$ cat config.mk
export PLATFORM = sky130hd
export DESIGN_NAME = led_cube_frame_receiver
export DESIGN_NICKNAME = d
export VERILOG_FILES = /design/src/rtl/led_cube_frame_receiver.sv
export SDC_FILE = /design/constraint.sdc
export NUM_CORES = 1
export LEC_CHECK = 0
export CAP_MARGIN = 15
export CELL_PAD_IN_SITES_DETAIL_PLACEMENT = 0
export CELL_PAD_IN_SITES_GLOBAL_PLACEMENT = 1
export CORE_MARGIN = 3
export CORE_UTILIZATION = 40
export DETAILED_ROUTE_END_ITERATION = 12
export PLACE_DENSITY = 0.6
export SYNTH_ARGS = -nofsm -noshare
export SYNTH_HDL_FRONTEND = slang
export SYNTH_SLANG_ARGS = --single-unit
$ cat constraint.sdc
create_clock -name clk -period 3.9 [get_ports clk]
set_input_delay 0.39 -clock clk [delete_from_list [all_inputs] [get_ports clk]]
set_output_delay 0.39 -clock clk [all_outputs]
set_load 0.03 [all_outputs]
$ cat src/rtl/led_cube_frame_receiver.sv
// Frames the host byte stream (SOF, fixed payload, EOF) into a double-buffered frame store.
// Optional build macro LED_CUBE_FRAME_CHECKSUM_EN adds an XOR checksum byte between payload and EOF.
module led_cube_frame_receiver #(
  parameter int          FRAME_BYTES    = 64,
  parameter logic [7:0]  SOF_BYTE       = 8'h20,
  parameter logic [7:0]  SYNC_BYTE      = 8'h30,
  parameter logic [7:0]  EOF_BYTE       = 8'h30,
  parameter logic [3:0]  STREAM_MODE    = 4'h3,
  parameter int          TIMEOUT_CYCLES = 1024,
  localparam int         ADDR_W         = $clog2(FRAME_BYTES)
) (
  input  logic              clk,
  input  logic              rst_n,
  input  logic              readdatavalid,
  input  logic [7:0]        data_in,
  input  logic [3:0]        mode,
  input  logic [ADDR_W-1:0] rd_addr,
  output logic [7:0]        rd_data,
  output logic              stall_mode_change,
  output logic              new_data,
  output logic              frame_done,
  output logic              frame_err,
  output logic              frame_valid,
  output logic [15:0]       frame_count,
  output logic [7:0]        err_count
);

  localparam logic [2:0] IDLE    = 3'd0;
  localparam logic [2:0] HUNT    = 3'd1;
  localparam logic [2:0] PAYLOAD = 3'd2;
`ifdef LED_CUBE_FRAME_CHECKSUM_EN
  localparam logic [2:0] CHECK   = 3'd3;
`endif
  localparam logic [2:0] TAIL    = 3'd4;

  localparam int              TO_W     = (TIMEOUT_CYCLES > 1) ? $clog2(TIMEOUT_CYCLES + 1) : 1;
  localparam logic [TO_W-1:0] TO_LIMIT = TO_W'(TIMEOUT_CYCLES);
  localparam logic [ADDR_W-1:0] LAST_ADDR = ADDR_W'(FRAME_BYTES - 1);

  logic [2:0]        state_q, state_d;
  logic [ADDR_W-1:0] byte_cnt_q, byte_cnt_d;
  logic [TO_W-1:0]   to_cnt_q, to_cnt_d;
  logic              front_sel_q, front_sel_d;
  logic              frame_done_q, frame_done_d;
  logic              frame_err_q, frame_err_d;
  logic              frame_valid_q, frame_valid_d;
  logic [15:0]       frame_count_q, frame_count_d;
  logic [7:0]        err_count_q, err_count_d;
  logic [7:0]        rd_data_q, rd_data_d;
`ifdef LED_CUBE_FRAME_CHECKSUM_EN
  logic [7:0]        xor_q, xor_d;
`endif

  logic [7:0] mem_q [2][FRAME_BYTES];

  logic wr_en, commit, drop, in_body, mode_ok;
  logic [TO_W-1:0] to_inc;

  assign mode_ok = (mode == STREAM_MODE);
  assign to_inc  = to_cnt_q + TO_W'(1);

`ifdef LED_CUBE_FRAME_CHECKSUM_EN
  assign in_body = (state_q == PAYLOAD) || (state_q == CHECK) || (state_q == TAIL);
`else
  assign in_body = (state_q == PAYLOAD) || (state_q == TAIL);
`endif

  always_comb begin
    state_d    = state_q;
    byte_cnt_d = byte_cnt_q;
    to_cnt_d   = to_cnt_q;
    wr_en      = 1'b0;
    commit     = 1'b0;
    drop       = 1'b0;
`ifdef LED_CUBE_FRAME_CHECKSUM_EN
    xor_d      = xor_q;
`endif
    if (!mode_ok) begin
      // Leaving stream mode silently abandons whatever is in the back buffer.
      state_d    = IDLE;
      byte_cnt_d = '0;
      to_cnt_d   = '0;
    end else begin
      case (state_q)
        IDLE: state_d = HUNT;
        HUNT: begin
          // A SOF that equals the sync filler could never delimit a frame, so it is never honoured.
          if (readdatavalid && data_in == SOF_BYTE && SOF_BYTE != SYNC_BYTE) begin
            state_d    = PAYLOAD;
            byte_cnt_d = '0;
            to_cnt_d   = '0;
`ifdef LED_CUBE_FRAME_CHECKSUM_EN
            xor_d      = '0;
`endif
          end
        end
        PAYLOAD: begin
          if (readdatavalid) begin
            wr_en = 1'b1;
`ifdef LED_CUBE_FRAME_CHECKSUM_EN
            xor_d = xor_q ^ data_in;
`endif
            if (byte_cnt_q == LAST_ADDR) begin
              byte_cnt_d = '0;
`ifdef LED_CUBE_FRAME_CHECKSUM_EN
              state_d    = CHECK;
`else
              state_d    = TAIL;
`endif
            end else begin
              byte_cnt_d = byte_cnt_q + ADDR_W'(1);
            end
          end
        end
`ifdef LED_CUBE_FRAME_CHECKSUM_EN
        CHECK: begin
          if (readdatavalid) begin
            if (data_in == xor_q) state_d = TAIL;
            else                  drop    = 1'b1;
          end
        end
`endif
        TAIL: begin
          if (readdatavalid) begin
            if (data_in == EOF_BYTE) commit = 1'b1;
            else                     drop   = 1'b1;
          end
        end
        default: state_d = IDLE;
      endcase

      if (in_body) begin
        if (readdatavalid)                                 to_cnt_d = '0;
        else if (TIMEOUT_CYCLES != 0 && to_inc == TO_LIMIT) drop     = 1'b1;
        else                                               to_cnt_d = to_inc;
      end

      if (commit || drop) begin
        state_d    = HUNT;
        byte_cnt_d = '0;
        to_cnt_d   = '0;
      end
    end
  end

  always_comb begin
    front_sel_d   = commit ? ~front_sel_q : front_sel_q;
    frame_done_d  = commit;
    frame_err_d   = drop;
    frame_valid_d = frame_valid_q | commit;
    frame_count_d = commit ? frame_count_q + 16'd1 : frame_count_q;
    err_count_d   = (drop && err_count_q != 8'hFF) ? err_count_q + 8'd1 : err_count_q;
    rd_data_d     = mem_q[front_sel_q][rd_addr];
  end

  always_ff @(posedge clk) begin
    if (!rst_n) begin
      state_q       <= IDLE;
      byte_cnt_q    <= '0;
      to_cnt_q      <= '0;
      front_sel_q   <= 1'b0;
      frame_done_q  <= 1'b0;
      frame_err_q   <= 1'b0;
      frame_valid_q <= 1'b0;
      frame_count_q <= '0;
      err_count_q   <= '0;
      rd_data_q     <= '0;
`ifdef LED_CUBE_FRAME_CHECKSUM_EN
      xor_q         <= '0;
`endif
    end else begin
      state_q       <= state_d;
      byte_cnt_q    <= byte_cnt_d;
      to_cnt_q      <= to_cnt_d;
      front_sel_q   <= front_sel_d;
      frame_done_q  <= frame_done_d;
      frame_err_q   <= frame_err_d;
      frame_valid_q <= frame_valid_d;
      frame_count_q <= frame_count_d;
      err_count_q   <= err_count_d;
      rd_data_q     <= rd_data_d;
`ifdef LED_CUBE_FRAME_CHECKSUM_EN
      xor_q         <= xor_d;
`endif
    end
  end

  // Payload always lands in the buffer the scanner is not reading.
  always_ff @(posedge clk) begin
    if (wr_en) mem_q[~front_sel_q][byte_cnt_q] <= data_in;
  end

  assign rd_data           = rd_data_q;
  assign stall_mode_change = in_body;
  assign new_data          = readdatavalid && (state_q == PAYLOAD);
  assign frame_done        = frame_done_q;
  assign frame_err         = frame_err_q;
  assign frame_valid       = frame_valid_q;
  assign frame_count       = frame_count_q;
  assign err_count         = err_count_q;

endmodule

# Word level (Yosys, flattened, before mapping)
# Memory sizes are Yosys's and may differ from the RTL's. A register that Yosys moved wholly into a read port is not among the register bits.
# Cells that the tools add are included.
# Widths: inputs -> output; s select.
[word_totals]
register_bits = 56
ram_bits = 1024
input_bits = 21
out_inout_bits = 37
wordCells = 94
mem_count = 1
[op_classes]
add_sub_neg = 4
order_cmp = 3
n_eq_ne = 16
muxes = 39
n_bitwise = 7
reduce_logical = 13
[mem_list]
columns = ["name", "depth", "word_bits", "rd", "rd_ports_with_merged_regs", "write_ports", "line", "rtl"]
rows = [
  ["mem_q", 2, 512, 1, 1, 1, "54", "logic [7:0] mem_q [2][FRAME_BYTES];"],
]
[op_table]
columns = ["cell", "n"]
rows = [
  ["$mux 512", 1],
  ["$mux 11", 5],
  ["$bmux 8 s6", 1],
  ["$demux 8 s6", 1],
  ["$mux 8", 3],
  ["$mux 1", 20],
  ["$mux 6", 3],
  ["$add 16x1->16 const B", 1],
  ["$eq 8x6->1 const B", 2],
  ["$ge 7x7->1 const B", 2],
  ["$not 6->7", 2],
  ["$pmux 3 s4", 1],
  ["$pmux 6 s2", 1],
  ["$add 11x1->11 const B", 1],
  ["$eq 11x11->1 const B", 1],
  ["$mux 3", 3],
  ["$add 8x1->8 const B", 1],
  ["$ne 8x8->1 const B", 1],
  ["$reduce_and 4->1", 2],
  ["$lt 7x1->1 const B", 1],
  ["$add 6x1->6 const B", 1],
  ["$eq 6x6->1 const B", 1],
  ["$eq 4x2->1 const B", 1],
  ["$logic_and 1x1->1", 4],
  ["16 further kinds", 22],
]

# Depth between registers and ports, before layout
# Gate-level depths: netlist of the first run.
[depth]
ltp_word = 11
ltp_mapped = 9

# Worst setup path before layout of the first run
# Ideal clock, no wire load.
[synth_path]
path_kind = "flip-flop to flip-flop"
startpoint = "register state_q[1]"
endpoint = "memory mem_q[1][264] (netlist bit) (enable)"
arrival_ns = 2.148
t_required_ns = 3.530
setup_slack_ns = 1.381
stages_incl_launch_ff = 9
path_buffers = 1
synth_period_minus_slack_ns = 2.519
path_cell_list = "dfxtp_1 nor3b_1 nand2_1 inv_1 nand2_1 nor2_1 nand3_1 clkbuf_1 nor2_1"
[synth_via]
elab_chain_len = 5
[synth_rtl]
columns = ["element", "line", "rtl"]
rows = [
  ["start, declared", "40", "logic [2:0] state_q, state_d;"],
  ["start signal, assigned", "172", "state_q <= state_d;"],
  ["$eq 3x2->1", "84", "case (state_q)"],
  ["$mux 1", "84", ""],
  ["$mux 1", "78", "if (!mode_ok) begin"],
  ["$mux 1", "190", "if (wr_en) mem_q[~front_sel_q][byte_cnt_q] <= data_in;"],
  ["$mux 512 (implied by the code)", "190", ""],
  ["end, declared", "54", ""],
]
# Every way passes these cells.

==> results of run 1 <==
metal layers:
metal	vias up	wire length, um	track usage [%]	share of wire, %
li1	9074	-	-	-
met1	11370	46330	27.74	44
met2	704	50440	30.16	48
met3	145	6688	3.655	6.3
met4	0	2595	4.767	2.4
met5	-	0	0	0
state kept, by name (all words and copies together), names as in the netlist, named ones only:
register     flops
frame_err        1
front_sel_q      1
err_count        8
to_cnt_q        11
frame_done       1
mem_q         1024
byte_cnt_q       6
rd_data          8
frame_valid      1
frame_count     16
state_q          3
logic make-up after synthesis:
family                   share of synthesized area (%)
XOR/XNOR                                        0.4338
multiplexers                                     16.86
buffers and inverters                            1.219
AO/OA/AOI/OAI                                    2.021
flip-flops                                       75.21
AND/OR/NAND/NOR                                  4.111
adder cells (fa/ha/maj)                         0.1475
critical path: stages (launching register included):
cell	delay [ns]
dfxtp_4	0.38
buf_12	0.31
buf_12	0.33
mux4_2	0.61
mux4_2	0.55
a22oi_1	0.67
nand4_1	0.21
metrics by stage:
stage	power (mW)	worst slack, ns
6_report	24.36	0.5903
3_5_place_dp	13.75	0.5755
3_3_place_gp	13.74	0.5975
4_1_cts	24.60	0.5684
5_1_grt	25.09	0.4413
2_1_floorplan	13.30	1.381
path summary, 6_finish.rpt:
| path | startpoint | end | cells past startpoint |
|---|---|---|---|
| max | register | rd_data[0]$_SDFF_PN0_ | 6 |
| max reg2reg | register | rd_data[0]$_SDFF_PN0_ | 6 |
| min | data_in[0] | mem_q[1][32]$_DFFE_PP_ | 1 |
| min reg2reg | err_count[7]$_SDFFE_PN0P_ | err_count[7]$_SDFFE_PN0P_ | 2 |
power by group:
part,switching [mW],internal (mW),total (mW)
Sequential,0.0194,12.7,12.7
Clock,4.40,6.47,10.9
Combinational,0.517,0.255,0.772
Total,4.94,19.4,24.4
cells in the mapped netlist (all sizes together), types with 3 or more instances:
master | number | area (um2)
edfxtp | 1024 | 30750
mux4 | 282 | 6351
nor2 | 181 | 679.4
mux2i | 75 | 750.7
clkbuf | 61 | 229.0
nand2 | 58 | 220.2
dfxtp | 57 | 1141
buf | 51 | 239.0
nand3 | 43 | 227.7
a21oi | 23 | 115.1
nand4 | 23 | 158.9
o21ai | 22 | 110.1
o22ai | 14 | 87.58
inv | 13 | 48.79
xnor2 | 12 | 105.1
a22oi | 11 | 82.58
nor2b | 10 | 62.56
nor3 | 10 | 50.05
xor2 | 9 | 78.83
nand2b | 8 | 50.05
o211ai | 8 | 60.06
or3 | 8 | 51.30
a221oi | 7 | 78.83
a32oi | 6 | 52.55
ha | 5 | 62.56
nor4 | 5 | 46.29
a21o | 4 | 32.53
and3 | 4 | 25.02
mux2 | 4 | 45.04
nor3b | 4 | 30.03
a32o | 3 | 30.03
nand3b | 3 | 22.52
o41ai | 3 | 33.79
or2 | 3 | 21.27
final cells by class:
class | count | area (um2)
clock buffers | 149 | 3004
clock inverters | 62 | 748.2
fillers | 8654 | 54920
inverters | 13 | 48.80
multi-input cells | 878 | 9998
flip-flops and latches | 1081 | 31890
well taps | 1380 | 1727
repair buffers | 239 | 2039
==> flow_summary.yaml, run 1 <==
sta:
  fmax_mhz: 302.1
  skew_ns: 0.02374
  relSlewSlack_pct: 31.61
  setup_viol: 0
  hold_viol_final: 0
  tightest_slew_ns: 1.026
  rsz0062_at_grt: "no"
  layout_worst_path_cycle_share_pct: 84.86
  min_period_ns: 3.310
  fin_setup_tns_ns: 0
  drv_slew: 0
  holdWs_ns: 0.2131
layout:
  final_cells: 3802
  antenna_cells: 0
  finish.instance_area_um2: 49460
  layout-drive-gt1-share_pct: 27.25
  final_cell_mix: "edfxtp_1 (1024), mux4_2 (282), nor2_1 (181), buf_4 (181), clkbuf_16 (114)"
  nNetsFinal: 2351
  finish.utilization_pct: 47.38
  mostFrequentLayoutCell: "edfxtp_1"
  syn2layout_area_growth_pct: 16.65
yosys:
  synth-main-ff-cell: "edfxtp_1"
  synth-edff-count: 1024
  syn_nets: 2110
  ys_warn_count: 0
  synth_area_um2: 42400
  synth_cells: 2084
  yosysSeqAreaShare_pct: 75.21
  ys_types: 67
  async_flop_share_pct: 0
  syn_area_per_cell_um2: 20.35
  ys_ff_latch: 1081
grt:
  grt_pass1_vias: 21680
  antenna_found_initial: 6
  grt_pass1_wl_um: 154500
  gr-total-overflow: 0
  grt_max_degree: 80
  grt_use_total_pct: 19.17
detailed_routing:
  via_count: 21300
  drt_iter0_markers: 2222
  viasPerCell: 5.602
  wl_per_cell_um: 27.89
  postRouteAntennaNets: 0
  drc: 0
  wl_um: 106100
  dr.pass1.iters: 5
critical_path:
  crit_required_ns: 4.41
  rrSetupSlack_ns: 0.59
  cp.arrival_ns: 3.82
  path_class: "reg -> reg"
  cp-end-kind: "register"
  crit_fanout: 42
  crit_path_start_kind: "register"
min_path:
  hp-class: "in -> reg"
floorplanning:
  die_x_um: 331.6
  design.core.area_um2: 104400
  die_h_um: 331.6
  io_pins: 58
  start_util_pct: 40.62
  num_rows: 118
  die_area_um2: 109900
place:
  detailed_place.area_um2: 45700
  gp_congestion: 0.7911
  dpl.cell_count: 3590
  io_buffers: 57
  detailed_place_hpwl_um: 67220
power_and_ir_drop:
  p_per_area_nw_per_um2: 492.5
  vdd_drop_max_mv: 0.4012
  p_leak_nw: 15.35
cts:
  clock_latency_ns: 0.69
  htreeDepth: 3
  clockBufferDepth: 3
  clkSinkCount: 1081
  postCtsSetupBuffers: 0
  cts_resized: 0
  cts_buffers: 112
  cts-root-buf: "clkbuf_16"
  cts_tree: "yes"
  clk_pin_slew_ns: 0.06
  hold_buffers: 1
job:
  cap_violations: 0
outcome:
  outcome: "finished clean"
Power figures use the tool's default switching activity.
==> run 2: changes to the inputs <==
PLACE_DENSITY = 0.63   (was 0.6)
clock period = 2.7 ns   (was 3.9 ns; I/O delays follow)
==> flow_summary.yaml, run 2 (synthesized netlist as in run 1, its figures left out) <==
outcome:
  outcome: "finished clean"
critical_path:
  rrSetupSlack_ns: 0.09
  max_stage_delay_ns: 0.52
  worst-path-buf-inv: 2
  cp.arrival_ns: 3.15
  crit_fanout: 38
  crit_required_ns: 3.24
  cp_top_family: "multiplexers"
  slowest_stage: "mux4_2"
  crit_top_cell: "mux4_2"
  crit_path_start_kind: "register"
  path_class: "reg -> reg"
  rr_endpoint: "rd_data[4]$_SDFF_PN0_"
  path_cells: "buf_16, buf_4, mux4_2, mux4_2, mux2i_4, o211ai_1"
  cp-end-kind: "register"
  r2r_cells: 6
layout:
  syn2layout_area_growth_pct: 19.28
  final_cell_mix: "edfxtp_1 (1024), mux4_2 (282), buf_4 (267)"
  n_fill_cell: 8500
  largest_reg_flops: 1024
  antenna_cells: 0
  finish.instance_area_um2: 50570
  nNetsFinal: 2447
  mostFrequentLayoutCell: "edfxtp_1"
  multi_input_area_um2: 10030
  layout-drive-gt1-share_pct: 31.04
  regArea_um2: 31890
  regMostFlops: "mem_q"
place:
  io_buffers: 57
  detailed_place_hpwl_um: 66720
  detailed_place.area_um2: 46540
  gp_congestion: 0.8154
grt:
  grt_pass1_wl_um: 152500
  grt_pass1_vias: 22290
  gr-total-overflow: 0
  antenna_found_initial: 3
  grt_use_total_pct: 18.70
  grt_max_degree: 121
cts:
  postCtsSetupBuffers: 0
  cts-root-buf: "clkbuf_16"
  clock_latency_ns: 0.69
  cts_tree: "yes"
  clk_pin_slew_ns: 0.06
  cts_buffers: 111
  htreeDepth: 3
  clockBufferDepth: 3
  clkSinkCount: 1081
floorplanning:
  die_x_um: 331.6
  start_util_pct: 40.62
  die_h_um: 331.6
  design.core.area_um2: 104400
  io_pins: 58
  num_rows: 118
  die_area_um2: 109900
sta:
  relSlewSlack_pct: 23.43
  holdWs_ns: 0.1659
  fin_setup_tns_ns: 0
  drv_slew: 0
  rsz0062_at_grt: "no"
  min_period_ns: 2.614
  setup_viol: 0
  layout_worst_path_cycle_share_pct: 96.83
  tightest_slew_ns: 1.140
  fmax_mhz: 382.5
  hold_viol_final: 0
  skew_ns: 0.02574
detailed_routing:
  postRouteAntennaNets: 0
  viasPerCell: 5.512
  dr.pass1.iters: 5
  wl_um: 103200
  via_count: 21490
  drc: 0
  drt_iter0_markers: 1986
  wl_per_cell_um: 26.46
job:
  cap_violations: 0
min_path:
  hold_depth: 6
  min_from: "data_in[6]"
  min_to: "state_q[0]$_SDFFE_PN0P_"
  hp-class: "in -> reg"
power_and_ir_drop:
  p_leak_nw: 16.00
  power_mw: 35.91
  vdd_drop_max_mv: 0.6326
  p_per_area_nw_per_um2: 710.1
-- run 2: cell types whose count changed in the layout (fill, tap and decap cells not counted), moves of 3 or more --
| cell | previous run | this run |
|---|---|---|
| buf_12 | 10 | 19 |
| buf_4 | 181 | 267 |
| bufinv_16 | 16 | 22 |
| clkbuf_1 | 33 | 23 |
| clkbuf_8 | 2 | 10 |
| clkinv_1 | 19 | 7 |
| clkinv_2 | 19 | 24 |
| clkinvlp_4 | 2 | 5 |
-- run 2: final cells by class --
| type | count | share of cell area, % |
|---|---|---|
| sequential | 1081 | 63.07 |
| multi-input combinational | 878 | 19.84 |
| clock buffer | 145 | 5.985 |
| timing repair buffer | 336 | 5.735 |
| tap | 1380 | 3.414 |
| clock inverter | 66 | 1.868 |
| inverter | 13 | 0.09649 |
-- run 2: power breakdown --
| part | internal, mW | leakage, nW | total [mW] | switching, mW |
|---|---|---|---|---|
| clock network | 10.0 | 1.94 | 16.4 | 6.38 |
| registers | 18.3 | 9.66 | 18.4 | 0.0204 |
| logic | 0.419 | 4.40 | 1.15 | 0.734 |
-- run 2: worst register-to-register path, delay by kind of cell (launching register included) --
| kind | cells | cell delay, ns |
|---|---|---|
| compound gates | 1 | 0.13 |
| buf+inv | 2 | 0.61 |
| flops | 1 | 0.43 |
| mux | 3 | 1.31 |
-- run 2: through the flow --
step / util, % / worst slack [ns] / std cells
floorplan: - / 0.1814 / 2084
global placement: 44.59 / -0.1662 / 3686
detailed placement: 44.59 / -0.1734 / 3686
CTS: 48.43 / 0.01220 / 3899
global route: 48.45 / 0.001060 / 3899
finish: 48.45 / 0.08570 / 3899
-- run 2: per-layer routing --
layer / up-vias / share of wire, % / wire [um] / global-route usage (%)
met5: - / 0 / 0 / 0
met4: 0 / 2.2 / 2319 / 5.475
li1: 9291 / - / - / -
met3: 118 / 6.7 / 6875 / 3.865
met2: 672 / 48 / 49940 / 29.92
met1: 11410 / 43 / 44050 / 26.06
-- run 2: what timing repair did --
item | in CTS | in global routing
hold endpoints to repair | 9 | 0
setup endpoints to repair | 4 | 7
hold buffers | 2 | 0
resized for setup | 6 | 3
-- run 2: worst max path at each step --
| stage | from | slack (ns) | cells past startpoint | endpoint |
|---|---|---|---|---|
| 2_1_floorplan | state_q[1]$_SDFFE_PP0P_ | 0.18 | 8 | mem_q[1][264]$_DFFE_PP_ |
| 3_3_place_gp | register | -0.17 | 6 | rd_data[4]$_SDFF_PN0_ |
| 3_5_place_dp | register | -0.17 | 6 | rd_data[4]$_SDFF_PN0_ |
| 4_1_cts | register | 0.01 | 6 | rd_data[3]$_SDFF_PN0_ |
| 5_1_grt | register | 0.001 | 6 | rd_data[4]$_SDFF_PN0_ |
| 6_report | register | 0.09 | 6 | rd_data[4]$_SDFF_PN0_ |
